===== src/rtl/ble_phy_pkg.sv =====
// Shared BLE PHY definitions: encoder FSM states, repetition factor and
// default header buffer depth.
package ble_phy_pkg;

  typedef enum logic [1:0] {
    ST_IDLE = 2'd0,
    ST_LOAD = 2'd1,
    ST_WAIT = 2'd2,
    ST_SEND = 2'd3
  } state_e;

  localparam int BLE_REP_FACTOR = 3;
  localparam int BLE_HDR_DEPTH  = 64;

endpackage


===== src/rtl/repetition_code_encoder_ble_if.sv =====
// Bit-serial handshake between the header source, the repetition encoder
// and the downstream mapper.
interface repetition_code_encoder_ble_if;

  logic valid_in;
  logic data_in;
  logic enable;
  logic valid_out;
  logic data_out;
  logic finished;
  logic overflow;

  // Source/mapper side: drives bits and the grant, observes the coded stream.
  modport master (
    output valid_in, data_in, enable,
    input  valid_out, data_out, finished, overflow
  );

  // Encoder side.
  modport slave (
    input  valid_in, data_in, enable,
    output valid_out, data_out, finished, overflow
  );

endinterface


===== src/rtl/rep_bit_buffer_ble.sv =====
// DEPTH x 1 header bit store: synchronous write, asynchronous read.
module rep_bit_buffer_ble #(
  parameter int DEPTH = 64
) (
  input  logic                     clk,
  input  logic                     we,
  input  logic [$clog2(DEPTH)-1:0] waddr,
  input  logic                     wdata,
  input  logic [$clog2(DEPTH)-1:0] raddr,
  output logic                     rdata
);

  logic mem [DEPTH];

  // Store the incoming header bit on the edge it is sampled.
  always_ff @(posedge clk) begin
    if (we) begin
      mem[waddr] <= wdata;
    end
  end

  assign rdata = mem[raddr];

endmodule


===== src/rtl/repetition_code_encoder_ble.sv =====
// Rate-1/3 repetition encoder: buffers one burst of header bits, then emits
// each bit three times while the downstream mapper grants enable.
module repetition_code_encoder_ble
  import ble_phy_pkg::*;
#(
  parameter int DEPTH = BLE_HDR_DEPTH
) (
  input logic                          clk,
  input logic                          reset,
  repetition_code_encoder_ble_if.slave bus
);

  localparam int CW = $clog2(DEPTH + 1);
  localparam int AW = $clog2(DEPTH);

  localparam logic [1:0] IDLE = ST_IDLE;
  localparam logic [1:0] LOAD = ST_LOAD;
  localparam logic [1:0] WAIT = ST_WAIT;
  localparam logic [1:0] SEND = ST_SEND;

  // Slot index of the final copy of a bit.
  localparam logic [1:0] REP_LAST = 2'(BLE_REP_FACTOR - 1);

  logic [1:0]    state;
  logic [CW-1:0] count;
  logic [AW-1:0] rd_ptr;
  logic [1:0]    rep;

  logic          we;
  logic [AW-1:0] waddr;
  logic [AW-1:0] raddr;
  logic          rdata;
  logic          has_room;
  logic          last_bit;

  assign has_room = (count < CW'(DEPTH));
  // rd_ptr points at the bit currently on data_out.
  assign last_bit = (CW'(rd_ptr) == (count - CW'(1)));

  // Buffer write port: first bit of a burst lands at 0, later ones at count.
  always_comb begin
    we    = 1'b0;
    waddr = {AW{1'b0}};
    if (state == IDLE) begin
      we    = bus.valid_in;
      waddr = {AW{1'b0}};
    end else if (state == LOAD) begin
      we    = bus.valid_in & has_room;
      waddr = count[AW-1:0];
    end else begin
      we    = 1'b0;
      waddr = {AW{1'b0}};
    end
  end

  // Read port looks one bit ahead while sending; bit 0 is fetched from WAIT.
  // The look-ahead past the last bit is never loaded into data_out.
  always_comb begin
    raddr = {AW{1'b0}};
    if (state == SEND) begin
      raddr = rd_ptr + AW'(1);
    end else begin
      raddr = {AW{1'b0}};
    end
  end

  rep_bit_buffer_ble #(
    .DEPTH(DEPTH)
  ) u_buf (
    .clk  (clk),
    .we   (we),
    .waddr(waddr),
    .wdata(bus.data_in),
    .raddr(raddr),
    .rdata(rdata)
  );

  // Burst capture / grant wait / triple-emission state machine and outputs.
  // In SEND each granted edge moves to the next slot; an ungranted edge only
  // drops valid_out, so the stream resumes exactly where it stalled.
  always_ff @(posedge clk) begin
    if (reset) begin
      state         <= IDLE;
      count         <= {CW{1'b0}};
      rd_ptr        <= {AW{1'b0}};
      rep           <= 2'd0;
      bus.valid_out <= 1'b0;
      bus.data_out  <= 1'b0;
      bus.finished  <= 1'b1;
      bus.overflow  <= 1'b0;
    end else begin
      case (state)
        IDLE: begin
          if (bus.valid_in) begin
            count        <= CW'(1);
            bus.finished <= 1'b0;
            bus.overflow <= 1'b0;
            state        <= LOAD;
          end
        end
        LOAD: begin
          if (bus.valid_in) begin
            if (has_room) begin
              count <= count + CW'(1);
            end else begin
              bus.overflow <= 1'b1;
            end
          end else begin
            state <= WAIT;
          end
        end
        WAIT: begin
          if (bus.enable) begin
            state         <= SEND;
            bus.data_out  <= rdata;
            bus.valid_out <= 1'b1;
            rep           <= 2'd0;
            rd_ptr        <= {AW{1'b0}};
          end
        end
        SEND: begin
          if (!bus.enable) begin
            bus.valid_out <= 1'b0;
          end else if (rep != REP_LAST) begin
            rep           <= rep + 2'd1;
            bus.valid_out <= 1'b1;
          end else if (last_bit) begin
            bus.valid_out <= 1'b0;
            bus.finished  <= 1'b1;
            state         <= IDLE;
          end else begin
            rep           <= 2'd0;
            rd_ptr        <= rd_ptr + AW'(1);
            bus.data_out  <= rdata;
            bus.valid_out <= 1'b1;
          end
        end
        default: begin
          state <= IDLE;
        end
      endcase
    end
  end

endmodule


===== src/flat_wrapper.sv =====
// flat-port wrapper written by rule: the top's interface ports become plain ports
module repetition_code_encoder_ble_flat import ble_phy_pkg::*;
#(
  parameter int DEPTH = BLE_HDR_DEPTH
)
  (clk, reset, bus_valid_in, bus_data_in, bus_enable, bus_valid_out, bus_data_out, bus_finished, bus_overflow);
  repetition_code_encoder_ble_if bus_i ();
  input logic clk;
  input logic reset;
  input wire logic [$bits(bus_i.valid_in)-1:0] bus_valid_in;
  input wire logic [$bits(bus_i.data_in)-1:0] bus_data_in;
  input wire logic [$bits(bus_i.enable)-1:0] bus_enable;
  output wire logic [$bits(bus_i.valid_out)-1:0] bus_valid_out;
  output wire logic [$bits(bus_i.data_out)-1:0] bus_data_out;
  output wire logic [$bits(bus_i.finished)-1:0] bus_finished;
  output wire logic [$bits(bus_i.overflow)-1:0] bus_overflow;
  assign bus_i.valid_in = bus_valid_in;
  assign bus_i.data_in = bus_data_in;
  assign bus_i.enable = bus_enable;
  assign bus_valid_out = bus_i.valid_out;
  assign bus_data_out = bus_i.data_out;
  assign bus_finished = bus_i.finished;
  assign bus_overflow = bus_i.overflow;
  repetition_code_encoder_ble #(.DEPTH(DEPTH)) u_core (.clk(clk), .reset(reset), .bus(bus_i));
endmodule

===== config.mk =====
export PLATFORM = sky130hd
export DESIGN_NAME = repetition_code_encoder_ble_flat
export DESIGN_NICKNAME = d
export VERILOG_FILES = /design/src/rtl/ble_phy_pkg.sv /design/src/rtl/repetition_code_encoder_ble_if.sv /design/src/rtl/rep_bit_buffer_ble.sv /design/src/rtl/repetition_code_encoder_ble.sv /design/src/flat_wrapper.sv
export SDC_FILE = /design/constraint.sdc
export NUM_CORES = 1
export LEC_CHECK = 0
export BUFFER_PORTS_ARGS = -buffer_cell sky130_fd_sc_hd__buf_2
export CORE_MARGIN = 2
export CORE_UTILIZATION = 33
export DETAILED_ROUTE_END_ITERATION = 16
export PLACE_DENSITY_LB_ADDON = 0.3
export SETUP_SLACK_MARGIN = 0.4
export SLEW_MARGIN = 25
export SYNTH_ARGS = -nofsm -noshare
export SYNTH_HDL_FRONTEND = slang
export SYNTH_SLANG_ARGS = --single-unit

===== constraint.sdc =====
create_clock -name clk -period 5.05 [get_ports clk]
set_input_delay 1.01 -clock clk [delete_from_list [all_inputs] [get_ports clk]]
set_output_delay 1.01 -clock clk [all_outputs]
set_load 0.01 [all_outputs]

==> results of run 1 <==
## layer usage
layer | wire, µm | global-route usage
met1 | 4840 | 0.215
met3 | 419 | 0.0259
met4 | 187 | 0.0513
met2 | 4810 | 0.237
met5 | 0 | 0
## final cells by class
cell class                      count  share of cell area
Timing Repair Buffer               10              0.0119
Clock buffer                        9              0.0467
Inverter                           12             0.00934
Clock inverter                      7              0.0101
Multi-Input combinational cell    289               0.390
Sequential cell                    85               0.486
Tap cell                          176              0.0457
## how the worst max path moves through the flow
stage | end | cells past startpoint | slack [ps] | startpoint
floorplan | u_core.rd_ptr[0] | 10 | 2490 | u_core.count[0]
global placement | u_core.bus.data_out | 9 | 2040 | u_core.rd_ptr[0]
detailed placement | u_core.bus.data_out | 8 | 2100 | u_core.rd_ptr[0]
CTS | u_core.bus.data_out | 8 | 2080 | u_core.rd_ptr[0]
global route | u_core.bus.data_out | 8 | 1780 | u_core.rd_ptr[0]
finish | u_core.bus.data_out | 8 | 2030 | u_core.rd_ptr[0]
## state kept, by name, summed over array words and instances, names as in the netlist
name / count
u_core.bus.finished: 1
u_core.bus.overflow: 1
u_core.state: 2
u_core.u_buf.mem: 64
u_core.bus.data_out: 1
u_core.rd_ptr: 6
u_core.rep: 2
u_core.bus.valid_out: 1
u_core.count: 7
## synthesized netlist by cell type, types with 7 or more instances
cell type,number
buf_2,10
xnor2_1,8
clkbuf_1,8
nand4_1,8
nand2_1,26
o21ai_0,9
inv_1,10
o221ai_1,8
dfxtp_1,21
nand2b_1,7
a21oi_1,10
mux4_2,8
nand3_1,14
nor2_1,92
xor2_1,7
nor3_1,7
ha_1,7
edfxtp_1,64
## power breakdown
part	switching [mW]	internal (mW)	total [mW]	leakage, nW
Combinational	0.246	0.141	0.387	0.624
Sequential	0.0303	0.772	0.802	0.746
Clock	0.282	0.334	0.616	0.128
Total	0.558	1.25	1.81	1.50
## worst reg2reg max path: cells and delay by family, from the launching register on
family | cells | cell delay [ps]
flip-flops | 1 | 310
AND/OR/NAND/NOR | 1 | 190
buffers and inverters | 1 | 270
AO/OA/AOI/OAI | 4 | 1030
adder cells (fa/ha/maj) | 1 | 280
XOR/XNOR | 1 | 850
## cell families (layout without fill, tap and decap cells)
logic type	count (synthesis)	after routing	synth area share
XOR/XNOR	15	15	0.0301
buffers and inverters	32	38	0.0329
adder cells (fa/ha/maj)	7	7	0.0201
AO/OA/AOI/OAI	64	64	0.111
flip-flops	85	85	0.536
multiplexers	19	19	0.0679
AND/OR/NAND/NOR	184	184	0.201
==> impl_metrics.yaml, run 1 <==
setup_path:
  r2r-end: "u_core.bus.data_out"
  r2r_start: "u_core.rd_ptr[0]"
  crit_fanout: 24
  cp.arrival_ps: 3270
  start_kind: "flip-flop"
  critPathCaptureType: "flip-flop"
  critPathBufInv: 1
  path_delay_family: "compound AO/OA/AOI/OAI gates"
  reg2reg_depth: 8
  slowest_stage: "xor2_1"
  cp.required_ps: 5310
  critPathKind: "reg2reg"
  crit_chain: "buf_4 > ha_1 > xor2_1 > o221ai_1 > a311o_1 > nor3b_1 > a221oi_1 > a311oi_1"
  cpPeakStageDelay_ps: 850
  r2r_setup_slack_ps: 2030
sta:
  whs_ps: 458
  timing.slew.headroom: 0.284
  worst_slew_pin_slew_ps: 1070
  setup_ws_ps: 2030
  finalSetupTns_ps: 0
  fin_skew_ps: 5.81
  report.final.slew_viol_count: 0
  fmax_ghz: 0.332
  period_minus_slack_ps: 3020
  finalSetupViolations: 0
  min_period_over_period: 0.597
  hold_viol_final: 0
  rsz0062_at_grt: "no"
die:
  io_pins: 9
  fp.coreArea_um2: 13100
  die_y_um: 119
  start_util: 0.334
  fp.dieW_um: 119
  die_area_um2: 14200
  num_rows: 42
detailed_routing:
  via_count: 3108
  viasPerCell: 5.29
  drt_wl_total_um: 10200
  final_antenna_net_count: 0
  drt_iter0_markers: 286
  remaining_drc_errors: 0
  dr.pass1.iters: 5
  wl_per_cell_um: 17.4
synthesis:
  ys_seq_area_frac: 0.536
  yosysTopAreaCell: "edfxtp_1"
  yosysTopAreaCellShare: 0.440
  synthTopCellsByArea: "edfxtp_1, dfxtp_1, nor2_1"
  synth_ff_type: "edfxtp_1"
  synth_edf_count: 64
  synth_cells: 406
  syn-num-nets: 418
  synth.distinct_cells: 60
  yosysWarnings: 0
  avgSynthCellArea_um2: 10.8
  syn_area_um2: 4370
  async_flop_share: 0
  ys_seq_elements: 85
cells_and_area:
  fin_area_um2: 4820
  final_nets: 419
  antennaDiodeCount: 0
  layout_common_cells: "nor2_1, edfxtp_1, nand2_1, dfxtp_1, nand3_1"
  fill_cells: 1285
  fin_cells: 588
  fin_util: 0.368
  areaGrowthSynthToFinish_pct: 10.4
  final_common_cell: "nor2_1"
  drive_gt1_frac: 0.112
  multi_input_area_um2: 1880
  regArea_um2: 2340
cts:
  clk_pin_slew_ps: 70
  cts-hold-fix-buffers: 0
  cts_resized: 0
  cts_buffer_depth: 2
  clock-sinks: 85
  cts_buffers: 9
  htreeDepth: 3
  cts_setup_buffers: 0
  worstSkewPairLatency_ps: 340
  cts_tree: "built"
  cts-root-buf: "clkbuf_16"
place:
  placed_cell_area_um2: 4540
  dp_worst_setup_slack_ps: 2100
  gp_congestion: 0.850
  post-place-cells: 572
  hpwl_um: 7030
  port-buffer-count: 8
pwr:
  p_leak_nw: 1.50
  p_total_mw: 1.81
  pwr_density_cell_nw_per_um2: 374
  vdd_drop_max_mv: 0.165
grt:
  globalRouteOverflowTotal: 0
  grt_pass1_vias: 2919
  antenna_found_initial: 0
  grt_use_total: 0.152
  grt_pass1_wl_um: 16600
  grt_max_degree: 65
flow_run:
  max_cap_viol_count: 0
worst_hold_path:
  worstHoldEndpoint: "u_core.bus.valid_out"
  whs_path_depth: 2
  hp-class: "reg2reg"
  hp-start: "u_core.bus.valid_out"
outcome:
  status: "completed"
Power figures use the tool's default switching activity.
==> run 2, diff against run 1 <==
--- a/config.mk
+++ b/config.mk
@@ -5,6 +5,7 @@
 export SDC_FILE = /design/constraint.sdc
 export NUM_CORES = 1
 export LEC_CHECK = 0
+export ABC_AREA = 1
 export BUFFER_PORTS_ARGS = -buffer_cell sky130_fd_sc_hd__buf_2
 export CORE_MARGIN = 2
 export CORE_UTILIZATION = 33
==> constraint.sdc (replaced) <==
create_clock -name clk -period 3.1 [get_ports clk]
set_input_delay 0.62 -clock clk [delete_from_list [all_inputs] [get_ports clk]]
set_output_delay 0.62 -clock clk [all_outputs]
set_load 0.01 [all_outputs]
==> impl_metrics.yaml, run 2 <==
outcome:
  status: "completed"
cells_and_area:
  largest_reg_flops: 64
  top_register: "u_core.u_buf.mem"
  antennaDiodeCount: 0
  final_common_cell: "nand2_1"
  layout_common_cells: "nand2_1, nor2_1, inv_1, nand3_1, edfxtp_1"
  drive_gt1_frac: 0.112
  fin_util: 0.375
  reg_top3: "u_core.u_buf.mem (64), u_core.count (7), u_core.rd_ptr (6)"
  final_nets: 612
  areaGrowthSynthToFinish_pct: 11.4
setup_path:
  path_delay_family: "simple AND/OR/NAND/NOR gates"
  crit_chain: "ha_1 > buf_4 > nand3_1 > inv_2 > nand3_1 > nand3_1 > nand3_1 > nand3_1 > nand2_1 > nand2_2 > a21oi_2"
  critPathKind: "reg2reg"
  start_kind: "flip-flop"
  cp.required_ps: 3320
  crit_fanout: 11
  slowest_stage: "nand3_1"
  worst_path_most_repeated_cell: "nand3_1"
  critPathBufInv: 2
  critPathCaptureType: "flip-flop"
  cp.arrival_ps: 2700
  cpPeakStageDelay_ps: 390
pwr:
  p_total_mw: 3.05
  pwr_density_cell_nw_per_um2: 588
  vdd_drop_max_mv: 0.239
  p_leak_nw: 2.08
sta:
  hold_viol_final: 0
  timing.slew.headroom: 0.582
  report.final.slew_viol_count: 0
  period_minus_slack_ps: 2470
  setup_ws_ps: 628
  finalSetupTns_ps: 0
  finalSetupViolations: 0
  fin_skew_ps: 6.97
  fmax_ghz: 0.405
  rsz0062_at_grt: "no"
  worst_slew_pin_slew_ps: 626
  min_period_over_period: 0.797
die:
  start_util: 0.337
  fp.dieW_um: 123
  io_pins: 9
  num_rows: 43
  fp.coreArea_um2: 13800
  die_area_um2: 15100
  die_y_um: 123
cts:
  cts-root-buf: "clkbuf_16"
  cts_tree: "built"
  cts_buffers: 9
  worstSkewPairLatency_ps: 340
  clock-sinks: 85
  htreeDepth: 3
  clk_pin_slew_ps: 70
  cts_buffer_depth: 2
grt:
  grtUsageMet1: 0.210
  grt_pass1_wl_um: 18700
  antenna_found_initial: 0
  globalRouteOverflowTotal: 0
  grt_use_total: 0.163
  grt_pass1_vias: 3756
  grt_max_degree: 65
  met3_usage: 0.0260
  busiest_layer: "met2"
  use_met2: 0.269
synthesis:
  yosysTopAreaCell: "edfxtp_1"
  async_flop_share: 0
  syn-num-nets: 600
  syn_area_um2: 4650
  yosysTopAreaCellShare: 0.413
  synthTopCellsByArea: "edfxtp_1, nand2_1, dfxtp_1"
  synth_cells: 588
  ys_seq_elements: 85
  avgSynthCellArea_um2: 7.91
  synth_ff_type: "edfxtp_1"
  ys_seq_area_frac: 0.503
  synth.distinct_cells: 34
  yosysWarnings: 0
  synth_edf_count: 64
  synthTopCellsByCount: "nand2_1, nor2_1, inv_1"
  post-synth-top-count-cell: "nand2_1"
detailed_routing:
  drt_wl_total_um: 11500
  viasPerCell: 4.78
  dr.pass1.iters: 5
  remaining_drc_errors: 0
  drt_iter0_markers: 330
  wl_per_cell_um: 14.7
  via_count: 3751
  final_antenna_net_count: 0
place:
  gp_congestion: 0.859
  dp_worst_setup_slack_ps: 446
  hpwl_um: 8060
  port-buffer-count: 8
worst_hold_path:
  hp-class: "reg2reg"
flow_run:
  max_cap_viol_count: 0
## run 2: cell count changes after synthesis, moves of 7 or more
cell,before,now
a21oi_2,0,7
inv_1,10,88
mux4_2,8,0
nand2_1,26,138
nand2_2,0,9
nand2b_1,7,0
nand3_1,14,78
o221ai_1,8,0
## run 2: power by group
part           internal (mW)  total, mW  switching [mW]  leakage (nW)
clock                  0.546       1.01           0.461         0.136
combinational          0.233      0.724           0.491          1.20
sequential              1.27       1.32          0.0493         0.747
## run 2: what timing repair did
| item | 4_1_cts | 5_1_grt |
|---|---|---|
| endpoints found under the setup margin | 0 | 1 |
| setup buffers | 0 | 2 |
| hold endpoints to repair | 0 | 0 |
| resized for setup | 0 | 2 |
| hold buffers | 0 | 0 |
## run 2: metrics by stage
step	cell area, µm²	std cells	hold slack, ps
final	5180	785	461
after CTS	5140	782	462
after floorplan	4650	588	474
after detailed placement	4870	766	453
after global routing	5180	785	490
after global placement	4870	766	450
## run 2: cells by family (layout without fill, tap and decap cells)
logic type	Yosys count	in the layout	share of synthesized area
AOI/OAI and AO/OA	37	37	0.0487
and+or+nand+nor	343	343	0.323
buffers and inverters	112	129	0.0984
xor gates and xnor gates	4	4	0.00753
adders and majority gates	7	7	0.0188
DFF	85	85	0.503
## run 2: worst paths after layout
| path | startpoint | end | slack (ps) | depth (start not counted) |
|---|---|---|---|---|
| min | u_core.bus.finished | u_core.bus.finished | 460 | 2 |
| min reg2reg | u_core.bus.finished | u_core.bus.finished | 460 | 2 |
| max | u_core.state[0] | u_core.bus.data_out | 630 | 11 |
| max reg2reg | u_core.state[0] | u_core.bus.data_out | 630 | 11 |
## run 2: tightest hold or removal path, stage by stage (launching register included)
cell and delay [ps]:
dfxtp_1 310, o31ai_1 60, nand2_1 50
## run 2: layer usage
metal | wire length, µm | vias to the layer above
li1 | - | 1898
met1 | 5290 | 1758
met2 | 5540 | 78
met3 | 408 | 17
met4 | 281 | 0
met5 | 0 | -
## run 2: area by class of cell
cell class,count,area (µm²)
timing repair buffer,16,113
inverter,97,378
clock inverter,7,47.5
tap,180,225
sequential,85,2340
multi-input combinational,391,1850
clock buffer,9,225
fill,1403,8640
